===== src/rtl/reg_cmd_sequencer.sv =====
// Command-level sequencer for the picoComputer 4-bit general register.
// Expands one accepted command into N single-cycle control pulses followed by a done pulse.
module reg_cmd_sequencer #(
    parameter int WIDTH = 4,
    parameter int ARG_W = 4
) (
    input  logic             clk,
    input  logic             rst,
    input  logic             cmd_valid,
    output logic             cmd_ready,
    input  logic [2:0]       cmd_op,
    input  logic [ARG_W-1:0] cmd_arg,
    input  logic [WIDTH-1:0] cmd_data,
    input  logic [WIDTH-1:0] reg_q,
    output logic             cl,
    output logic             ld,
    output logic             inc,
    output logic             dec,
    output logic             sr,
    output logic             ir,
    output logic             sl,
    output logic             il,
    output logic [WIDTH-1:0] in,
    output logic             busy,
    output logic             done
);

    localparam logic [2:0] OP_NOP  = 3'd0;
    localparam logic [2:0] OP_CLR  = 3'd1;
    localparam logic [2:0] OP_LOAD = 3'd2;
    localparam logic [2:0] OP_ADD  = 3'd3;
    localparam logic [2:0] OP_SUB  = 3'd4;
    localparam logic [2:0] OP_SHR  = 3'd5;
    localparam logic [2:0] OP_SHL  = 3'd6;
    localparam logic [2:0] OP_ROR  = 3'd7;

    typedef enum logic [1:0] {IDLE, EXEC, DONE} state_t;

    state_t           state;
    logic [ARG_W-1:0] count;
    logic [ARG_W-1:0] pulse_n;
    logic             ir_fixed;
    logic             ror_active;

    always_comb begin
        pulse_n = '0;
        case (cmd_op)
            OP_NOP:          pulse_n = '0;
            OP_CLR, OP_LOAD: pulse_n = ARG_W'(1);
            default:         pulse_n = cmd_arg;
        endcase
    end

    // Pulse registers are loaded at acceptance and held for the whole EXEC run,
    // so the control outputs never see cmd_* combinationally.
    always_ff @(posedge clk or posedge rst) begin
        if (rst) begin
            state      <= IDLE;
            count      <= '0;
            cl         <= 1'b0;
            ld         <= 1'b0;
            inc        <= 1'b0;
            dec        <= 1'b0;
            sr         <= 1'b0;
            sl         <= 1'b0;
            il         <= 1'b0;
            in         <= '0;
            ir_fixed   <= 1'b0;
            ror_active <= 1'b0;
            done       <= 1'b0;
        end else begin
            case (state)
                IDLE: begin
                    if (cmd_valid) begin
                        if (pulse_n == '0) begin
                            state <= DONE;
                            done  <= 1'b1;
                        end else begin
                            state      <= EXEC;
                            count      <= pulse_n;
                            cl         <= (cmd_op == OP_CLR);
                            ld         <= (cmd_op == OP_LOAD);
                            in         <= (cmd_op == OP_LOAD) ? cmd_data : '0;
                            inc        <= (cmd_op == OP_ADD);
                            dec        <= (cmd_op == OP_SUB);
                            sr         <= (cmd_op == OP_SHR) || (cmd_op == OP_ROR);
                            ir_fixed   <= (cmd_op == OP_SHR) && cmd_data[0];
                            ror_active <= (cmd_op == OP_ROR);
                            sl         <= (cmd_op == OP_SHL);
                            il         <= (cmd_op == OP_SHL) && cmd_data[0];
                        end
                    end
                end
                EXEC: begin
                    count <= count - ARG_W'(1);
                    if (count == ARG_W'(1)) begin
                        state      <= DONE;
                        done       <= 1'b1;
                        cl         <= 1'b0;
                        ld         <= 1'b0;
                        in         <= '0;
                        inc        <= 1'b0;
                        dec        <= 1'b0;
                        sr         <= 1'b0;
                        ir_fixed   <= 1'b0;
                        ror_active <= 1'b0;
                        sl         <= 1'b0;
                        il         <= 1'b0;
                    end
                end
                DONE: begin
                    done  <= 1'b0;
                    state <= IDLE;
                end
                default: state <= IDLE;
            endcase
        end
    end

    // Rotation feeds the current LSB back in, so it must follow reg_q live.
    assign ir        = ir_fixed | (ror_active & reg_q[0]);
    assign cmd_ready = (state == IDLE);
    assign busy      = !cmd_ready;

endmodule

===== config.mk =====
export PLATFORM = sky130hd
export DESIGN_NAME = reg_cmd_sequencer
export DESIGN_NICKNAME = d
export VERILOG_FILES = /design/src/rtl/reg_cmd_sequencer.sv
export SDC_FILE = /design/constraint.sdc
export NUM_CORES = 1
export LEC_CHECK = 0
export CAP_MARGIN = 20
export CORE_MARGIN = 2
export CORE_UTILIZATION = 25
export DETAILED_ROUTE_END_ITERATION = 7
export GPL_ROUTABILITY_DRIVEN = 0
export PLACE_DENSITY_LB_ADDON = 0.1
export SYNTH_ARGS = -nofsm -noshare
export SYNTH_HDL_FRONTEND = slang
export SYNTH_SLANG_ARGS = --single-unit
export TNS_END_PERCENT = 100

===== constraint.sdc =====
create_clock -name clk -period 5 [get_ports clk]
set_clock_uncertainty 0.1 [all_clocks]
set_input_delay 0.75 -clock clk [delete_from_list [all_inputs] [get_ports clk]]
set_output_delay 0.75 -clock clk [all_outputs]
set_load 0.005 [all_outputs]

==> results_dict.tcl, run 1 <==
set metrics [dict create \
    dieArea_um2 4840 \
    async_flop_share_pct 100 \
    fin_tns_setup_ns 0 \
    drc_errors 0 \
    die-width_um 69.6 \
    reg_top3 "count: 4 flops, in: 4 flops, state: 2 flops" \
    die_height_um 69.6 \
    cts.sinks 20 \
    path_clk_slew_ns 0.07 \
    vias_per_cell 4.62 \
    core_area_um2 4060 \
    start_util_pct 26.5 \
    leakagePower_uw 0.000618 \
    drive_gt1_share_pct 3.50 \
    fmax_mhz 366 \
    grt_usage_pct 11.0 \
    crit_start "cmd_op[0]" \
    holdPathStages 1 \
    grt_pass1_vias 917 \
    slew_violations 0 \
    vdd_ir_drop_max_uv 154 \
    p_switching_uw 259 \
    synth-seq-area-share_pct 46.6 \
    synth_nets 136 \
    yosysUniqueCellTypes 35 \
    ys.flop_type "dfrtp_1" \
    fin_ws_ns 2.27 \
    regToRegStartpoint "count[1]$_DFFE_PP0P_" \
    grt_antenna_before_repair 0 \
    final_util_pct 35.7 \
    end_kind "register" \
    nNetsFinal 164 \
    antennaDiodeCount 0 \
    port_buffers 29 \
    switching_share_pct 35.3 \
    drt_iter0_drc 14 \
    yosys.area.top_type "dfrtp_1" \
    synth-edff-count 0 \
    dr_total_vias 892 \
    clock_latency_ns 0.25 \
    synth_area_um2 1070 \
    clockBufferDepth 2 \
    cts_resized 0 \
    grt_max_degree 21 \
    cp-start-kind "input port" \
    synth_seq_cells 20 \
    drtPass1Iterations 4 \
    placementRows 23 \
    place_worst_setup_slack_ns 1.98 \
    power.share.clock_pct 16.8 \
    final.period_utilization_pct 54.7 \
    grt_pass1_wl_um 4280 \
    setup_viol 0 \
    synth_top_area_share_pct 46.6 \
    power_frac_comb_pct 45.6 \
    cts-root-buf "clkbuf_8" \
    worst_pin_slew_ns 0.850 \
    syn_area_per_cell_um2 9.27 \
    r2r_cells 6 \
    critPathBufInv 1 \
    r2r_setup_slack_ns 2.73 \
    grt_overflow 0 \
    wl_per_cell_um 13.0 \
    holdPathEnd "inc$_DFFE_PP0P_" \
    crit_family "compound AO/OA/AOI/OAI gates" \
    hold_viol 0 \
    pin_count 33 \
    slowest_stage "clkdlybuf4s50_1" \
    min_path_type "register to register" \
    maxSlewHeadroom_pct 42.5 \
    crit_chain "clkdlybuf4s50_1 > a21oi_1 > o22a_1 > o31a_1 > mux2_1" \
    hp-start "inc$_DFFE_PP0P_" \
    synth.area.top_cells "dfrtp_1 (47%), inv_1 (5.6%), nand2_1 (4.5%)" \
    critical_path_class "input port to register" \
    drtAntennaViolNets 0 \
    cp_max_fo 13 \
    critical_path_arrival_ns 2.78 \
    powerDensity_nw_per_um2 507 \
    reg2reg_to "cl$_DFFE_PP0P_" \
    holdBufCountCts 0 \
    cts_tree "built" \
    cts_buffers 3 \
    area_delta_synth_final_pct 34.9 \
    status "finished clean" \
    period_needed_ns 2.73 \
    ys_warn_count 0 \
    cp.required_ns 5.04 \
    pwr-share-seq_pct 37.6 \
    cts_setup_buffers 0 \
    netlist_instances 116 \
    rsz0062_at_grt "false" \
    cap_violations 0 \
    intPower_uw 476 \
    dp_hpwl_um 1910 \
    htreeDepth 1 \
    max_stage_delay_ns 0.56 \
    wl_um 2500 \
]
layout by cell type (no fill, tap or decap):
master           count
nand2_1             13
nor3_1               1
or2_2                1
o31a_1               1
o22ai_1              4
dfrtp_1             20
a2bb2oi_1            3
clkbuf_8             4
ha_1                 2
a31oi_1              1
o221ai_1             1
o22a_1               1
nor2_1               4
or3_1                1
clkdlybuf4s50_1     29
or4_1                1
mux2_1               3
nand3_1              2
nor4b_1              3
a21oi_1              5
nand2b_1             3
inv_1               16
nor2b_1              3
o21ai_0              3
mux2i_1              4
and2_1               1
nand4b_1             1
a21o_1               1
nand4bb_1            1
or2_1                1
nand3b_1             1
o31ai_1              1
o2111a_1             1
o21ai_1              6
Yosys cell counts, types with 2 or more instances:
library cell  count
inv_1            16
o22ai_1           4
nand3_1           2
nor4b_1           3
buf_2             2
a21oi_1           5
nand2b_1          3
o21ai_0           3
nand2_1          13
a2bb2oi_1         3
nor2b_1           3
mux2_1            3
clkbuf_1          3
dfrtp_1          20
nor2_1            4
ha_1              2
o21ai_1           6
mux2i_1           4
worst max-delay path by stage:
| stage | endpoint | cells after the start |
|---|---|---|
| after floorplan | cl$_DFFE_PP0P_ | 5 |
| after global placement | inc$_DFFE_PP0P_ | 5 |
| after detailed placement | ld$_DFFE_PP0P_ | 5 |
| after CTS | cl$_DFFE_PP0P_ | 5 |
| after global routing | cl$_DFFE_PP0P_ | 5 |
| final | cl$_DFFE_PP0P_ | 5 |
per-stage QoR:
stage	power [µW]	area (µm²)	instances	hold slack (ns)
6_report	735	1450	193	0.394
5_1_grt	794	1450	193	0.422
4_1_cts	747	1450	193	0.408
3_5_place_dp	617	1400	189	0.382
3_3_place_gp	613	1400	189	0.374
2_1_floorplan	473	1070	116	0.383
routing by layer:
| layer | up-vias | track usage (%) | share of wire (%) |
|---|---|---|---|
| li1 | 451 | - | - |
| met1 | 419 | 14.9 | 49 |
| met2 | 18 | 16.8 | 45 |
| met3 | 4 | 2.62 | 3.8 |
| met4 | 0 | 4.58 | 1.5 |
| met5 | - | 0 | 0 |
power groups by stage:
stage          Sequential [µW]  Clock, µW  Combinational [µW]
6_report                   276        123                 335
3_5_place_dp               279          0                 339
5_1_grt                    286        135                 373
2_1_floorplan              258          0                 215
4_1_cts                    276        129                 342
3_3_place_gp               278          0                 335
logic make-up (layout without fill, tap and decap cells):
group | count (synthesis) | in the layout | share of synthesized area (%)
muxes | 7 | 7 | 6.87
DFF | 20 | 20 | 46.6
and+or+nand+nor | 37 | 37 | 18.9
adders and majority gates | 2 | 2 | 2.33
AOI/OAI and AO/OA | 28 | 28 | 16.8
buffers and inverters | 22 | 49 | 8.61
cell type report:
cell class	count	area (µm²)
clock buffers	4	55.1
inverters	16	60.1
repair buffers	29	290
flip-flops and latches	20	500
well taps	50	62.6
multi-input cells	74	482
fillers	421	2610
(Power assumes the default switching activity.)
==> run 2, diff against run 1 <==
==> constraint.sdc (replaced) <==
create_clock -name clk -period 2.5 [get_ports clk]
set_clock_uncertainty 0.1 [all_clocks]
set_input_delay 0.375 -clock clk [delete_from_list [all_inputs] [get_ports clk]]
set_output_delay 0.375 -clock clk [all_outputs]
set_load 0.005 [all_outputs]
==> results_dict.tcl, run 2 (synthesis results as in run 1) <==
set metrics [dict create \
    drive_gt1_share_pct 7.38 \
    core_area_um2 4060 \
    multi_input_area_um2 482 \
    die-width_um 69.6 \
    cp.required_ns 2.03 \
    fin_tns_setup_ns 0 \
    slowest_stage "clkdlybuf4s50_1" \
    grt_max_degree 21 \
    post_dp_cell_area_um2 1450 \
    final_common_cell "clkdlybuf4s50_1" \
    r2r_cells 6 \
    maxSlewHeadroom_pct 48.4 \
    holdPathEnd "ld$_DFFE_PP0P_" \
    die_height_um 69.6 \
    port_buffers 29 \
    cts.sinks 20 \
    switching_share_pct 35.2 \
    grt_antenna_before_repair 0 \
    clock_latency_ns 0.26 \
    dieArea_um2 4840 \
    antennaDiodeCount 0 \
    nNetsFinal 171 \
    drtAntennaViolNets 0 \
    final_util_pct 36.7 \
    cp-start-kind "register" \
    critPathBufInv 2 \
    hold_viol 0 \
    totalPowerFinal_uw 1480 \
    power_frac_comb_pct 48.4 \
    final_cell_mix "clkdlybuf4s50_1 (29), dfrtp_1 (20), inv_1 (16), nand2_1 (13), buf_4 (7)" \
    r2r_setup_slack_ns 0.66 \
    slew_violations 0 \
    holdPathStages 1 \
    critical_path_class "register to primary output" \
    vdd_ir_drop_max_uv 399 \
    instances_no_fill 199 \
    reg2reg_to "inc$_DFFE_PP0P_" \
    dp_hpwl_um 2000 \
    final_area_um2 1490 \
    pwr-share-seq_pct 37.1 \
    min_path_type "register to register" \
    leakagePower_uw 0.000646 \
    cts_setup_buffers 0 \
    status "finished clean" \
    path_clk_slew_ns 0.07 \
    cts_resized 0 \
    wl_um 2550 \
    clockBufferDepth 2 \
    regToRegStartpoint "count[1]$_DFFE_PP0P_" \
    cp_max_fo 11 \
    drt_iter0_drc 31 \
    worst_pin_slew_ns 0.774 \
    area_delta_synth_final_pct 38.5 \
    holdBufCountCts 0 \
    wl_per_cell_um 12.8 \
    layout.area.seq_um2 500 \
    start_util_pct 26.5 \
    drc_errors 0 \
    max_stage_delay_ns 0.52 \
    period_needed_ns 2.24 \
    end_kind "primary output" \
    power.share.clock_pct 14.5 \
    vias_per_cell 4.61 \
    drtPass1Iterations 4 \
    p_switching_uw 521 \
    reg_top3 "count: 4 flops, in: 4 flops, state: 2 flops" \
    dr_total_vias 918 \
    cts_buffers 3 \
    htreeDepth 1 \
    cts-root-buf "clkbuf_8" \
    pin_count 33 \
    grt_overflow 0 \
    critical_path_arrival_ns 1.76 \
    grt_usage_pct 11.5 \
    cap_violations 0 \
    hp-start "ld$_DFFE_PP0P_" \
    crit_chain "or2_2 > inv_1 > clkdlybuf4s50_1" \
    powerDensity_nw_per_um2 995 \
    n_fill_cell 423 \
    rsz0062_at_grt "false" \
    setup_viol 0 \
    fmax_mhz 447 \
    cts_tree "built" \
    intPower_uw 961 \
    crit_family "buffers and inverters" \
    dp_cells 196 \
    grt_pass1_wl_um 4430 \
    grt_pass1_vias 936 \
    placementRows 23 \
    final.period_utilization_pct 89.6 \
]
-- run 2: how the worst max path moves through the flow --
| stage | start | to | slack (ns) | cells after the start |
|---|---|---|---|---|
| after detailed placement | cmd_arg[1] | inc$_DFFE_PP0P_ | 0.10 | 5 |
| after global routing | state[0]$_DFFE_PP0P_ | cmd_ready | 0.20 | 3 |
| after CTS | state[0]$_DFFE_PP0P_ | cmd_ready | 0.25 | 3 |
| after floorplan | cmd_op[1] | cl$_DFFE_PP0P_ | 0.65 | 5 |
| final | state[0]$_DFFE_PP0P_ | cmd_ready | 0.26 | 3 |
| after global placement | cmd_arg[1] | inc$_DFFE_PP0P_ | 0.12 | 5 |
-- run 2: layout make-up --
cell class / instances / area share, %
timing repair buffer: 36 / 23.0
clock buffer: 3 / 2.77
tap: 50 / 4.20
inverter: 16 / 4.03
sequential: 20 / 33.6
multi-input combinational: 74 / 32.4
-- run 2: layer usage --
| layer | up-vias | track usage, % | routed length (µm) |
|---|---|---|---|
| li1 | 462 | - | - |
| met1 | 427 | 16.3 | 1260 |
| met2 | 25 | 17.1 | 1150 |
| met3 | 4 | 1.74 | 102 |
| met4 | 0 | 5.23 | 40 |
| met5 | - | 0 | 0 |
-- run 2: stage by stage --
step | hold WS, ns | setup slack (ns)
finish | 0.389 | 0.261
global route | 0.430 | 0.205
CTS | 0.400 | 0.255
detailed placement | 0.379 | 0.101
global placement | 0.374 | 0.122
floorplan | 0.239 | 0.653
-- run 2: worst reg2reg max path, cell delays in order, from the launching register on --
cell       delay (ns)
dfrtp_1          0.38
inv_1            0.09
ha_1             0.16
nand4bb_1        0.12
a21oi_1          0.23
o31a_1           0.30
mux2_1           0.35
-- run 2: power groups by stage --
stage	Sequential, µW	Combinational (µW)	Clock, µW
detailed placement	555	730	0
floorplan	516	430	0
finish	551	717	214
CTS	551	732	225
global route	569	801	236
global placement	554	723	0
==> run 3, diff against run 2 <==
==> constraint.sdc (replaced) <==
create_clock -name clk -period 2.7 [get_ports clk]
set_clock_uncertainty 0.1 [all_clocks]
set_input_delay 0.405 -clock clk [delete_from_list [all_inputs] [get_ports clk]]
set_output_delay 0.405 -clock clk [all_outputs]
set_load 0.005 [all_outputs]
==> results_dict.tcl, run 3 (synthesis results as in run 1) <==
set metrics [dict create \
    drive_gt1_share_pct 6.76 \
    die-width_um 69.6 \
    grt_pass1_vias 911 \
    placementRows 23 \
    clockBufferDepth 2 \
    vias_per_cell 4.53 \
    period_needed_ns 2.23 \
    final_common_cell "clkdlybuf4s50_1" \
    reg_top3 "count: 4 flops, in: 4 flops, state: 2 flops" \
    final_cell_mix "clkdlybuf4s50_1 (29), dfrtp_1 (20), inv_1 (16), nand2_1 (13)" \
    hold_viol 0 \
    fin_tns_setup_ns 0 \
    drt_iter0_drc 19 \
    die_height_um 69.6 \
    leakagePower_uw 0.000641 \
    critPathBufInv 2 \
    drtAntennaViolNets 0 \
    cts_buffers 3 \
    critical_path_arrival_ns 1.72 \
    maxSlewHeadroom_pct 49.9 \
    cts.sinks 20 \
    crit_chain "or2_2 > inv_1 > clkdlybuf4s50_1" \
    cp_max_fo 11 \
    path_clk_slew_ns 0.07 \
    grt_overflow 0 \
    vdd_ir_drop_max_uv 318 \
    status "finished clean" \
    max_stage_delay_ns 0.51 \
    instances_no_fill 198 \
    grt_max_degree 21 \
    core_area_um2 4060 \
    end_kind "primary output" \
    crit_family "buffers and inverters" \
    pin_count 33 \
    start_util_pct 26.5 \
    final.period_utilization_pct 82.5 \
    final_util_pct 36.5 \
    grt_usage_pct 11.0 \
    wl_per_cell_um 12.6 \
    cts_resized 0 \
    area_delta_synth_final_pct 37.8 \
    drtPass1Iterations 4 \
    wl_um 2500 \
    fin_ws_ns 0.471 \
    holdBufCountCts 0 \
    fmax_mhz 449 \
    slowest_stage "clkdlybuf4s50_1" \
    rsz0062_at_grt "false" \
    cts_tree "built" \
    cp-start-kind "register" \
    antennaDiodeCount 0 \
    powerDensity_nw_per_um2 914 \
    port_buffers 29 \
    cts_setup_buffers 0 \
    setup_viol 0 \
    htreeDepth 1 \
    cts-root-buf "clkbuf_8" \
    slew_violations 0 \
    dr_total_vias 896 \
    clock_latency_ns 0.25 \
    grt_pass1_wl_um 4200 \
    dp_cells 195 \
    dp_hpwl_um 1990 \
    grt_antenna_before_repair 0 \
    place_worst_setup_slack_ns 0.197 \
    min_path_type "register to register" \
    cp.required_ns 2.19 \
    worst_pin_slew_ns 0.751 \
    hold_slack_ns 0.398 \
    cap_violations 0 \
    drc_errors 0 \
    n_fill_cell 426 \
    critical_path_class "register to primary output" \
    nNetsFinal 170 \
    dieArea_um2 4840 \
]
[run 3: cell count changes in the layout (fill, tap and decap cells not counted), sizes merged]
| cell | before | now |
|---|---|---|
| buf | 7 | 6 |
[run 3: worst paths after layout]
check,end,slack [ns],cells past startpoint,startpoint
min in group asynchronous,in[0]$_DFFE_PP0P_,0.48,2,rst
max in group asynchronous,in[2]$_DFFE_PP0P_,1.55,2,rst
setup / recovery,cmd_ready,0.47,3,state[0]$_DFFE_PP0P_
setup reg to reg,cl$_DFFE_PP0P_,0.74,6,count[1]$_DFFE_PP0P_
hold / removal,inc$_DFFE_PP0P_,0.40,1,inc$_DFFE_PP0P_
hold reg to reg,inc$_DFFE_PP0P_,0.40,1,inc$_DFFE_PP0P_
[run 3: metrics by stage]
| step | power [µW] | cell area (µm²) |
|---|---|---|
| floorplan | 876 | 1070 |
| global placement | 1170 | 1440 |
| detailed placement | 1180 | 1440 |
| CTS | 1380 | 1480 |
| global route | 1470 | 1480 |
| finish | 1350 | 1480 |
[run 3: cell type report]
cell class,instances,area [µm²],area share [%]
Sequential cell,20,500,33.8
Tap cell,50,62.6,4.22
Inverter,16,60.1,4.05
Clock buffer,3,41.3,2.79
Timing Repair Buffer,35,335,22.6
Multi-Input combinational cell,74,482,32.5
[run 3: routing by layer]
| layer | part of all wire [%] | up-vias | track usage, % |
|---|---|---|---|
| met5 | 0 | - | 0 |
| met3 | 4.9 | 2 | 3.92 |
| met4 | 0.68 | 0 | 3.27 |
| met2 | 45 | 20 | 17.4 |
| li1 | - | 463 | - |
| met1 | 49 | 411 | 13.9 |
[run 3: worst reg2reg max path, stage by stage (launching register included)]
cell,delay [ns]
dfrtp_1,0.38
inv_1,0.09
ha_1,0.16
nand4bb_1,0.12
a21oi_1,0.21
o31a_1,0.41
mux2_1,0.36
[run 3: report_power, final]
group	switching, µW	internal (µW)	leakage, µW
Sequential	99.5	413	0.000260
Combinational	281	369	0.000359
Clock	91.7	99.2	0.0000216
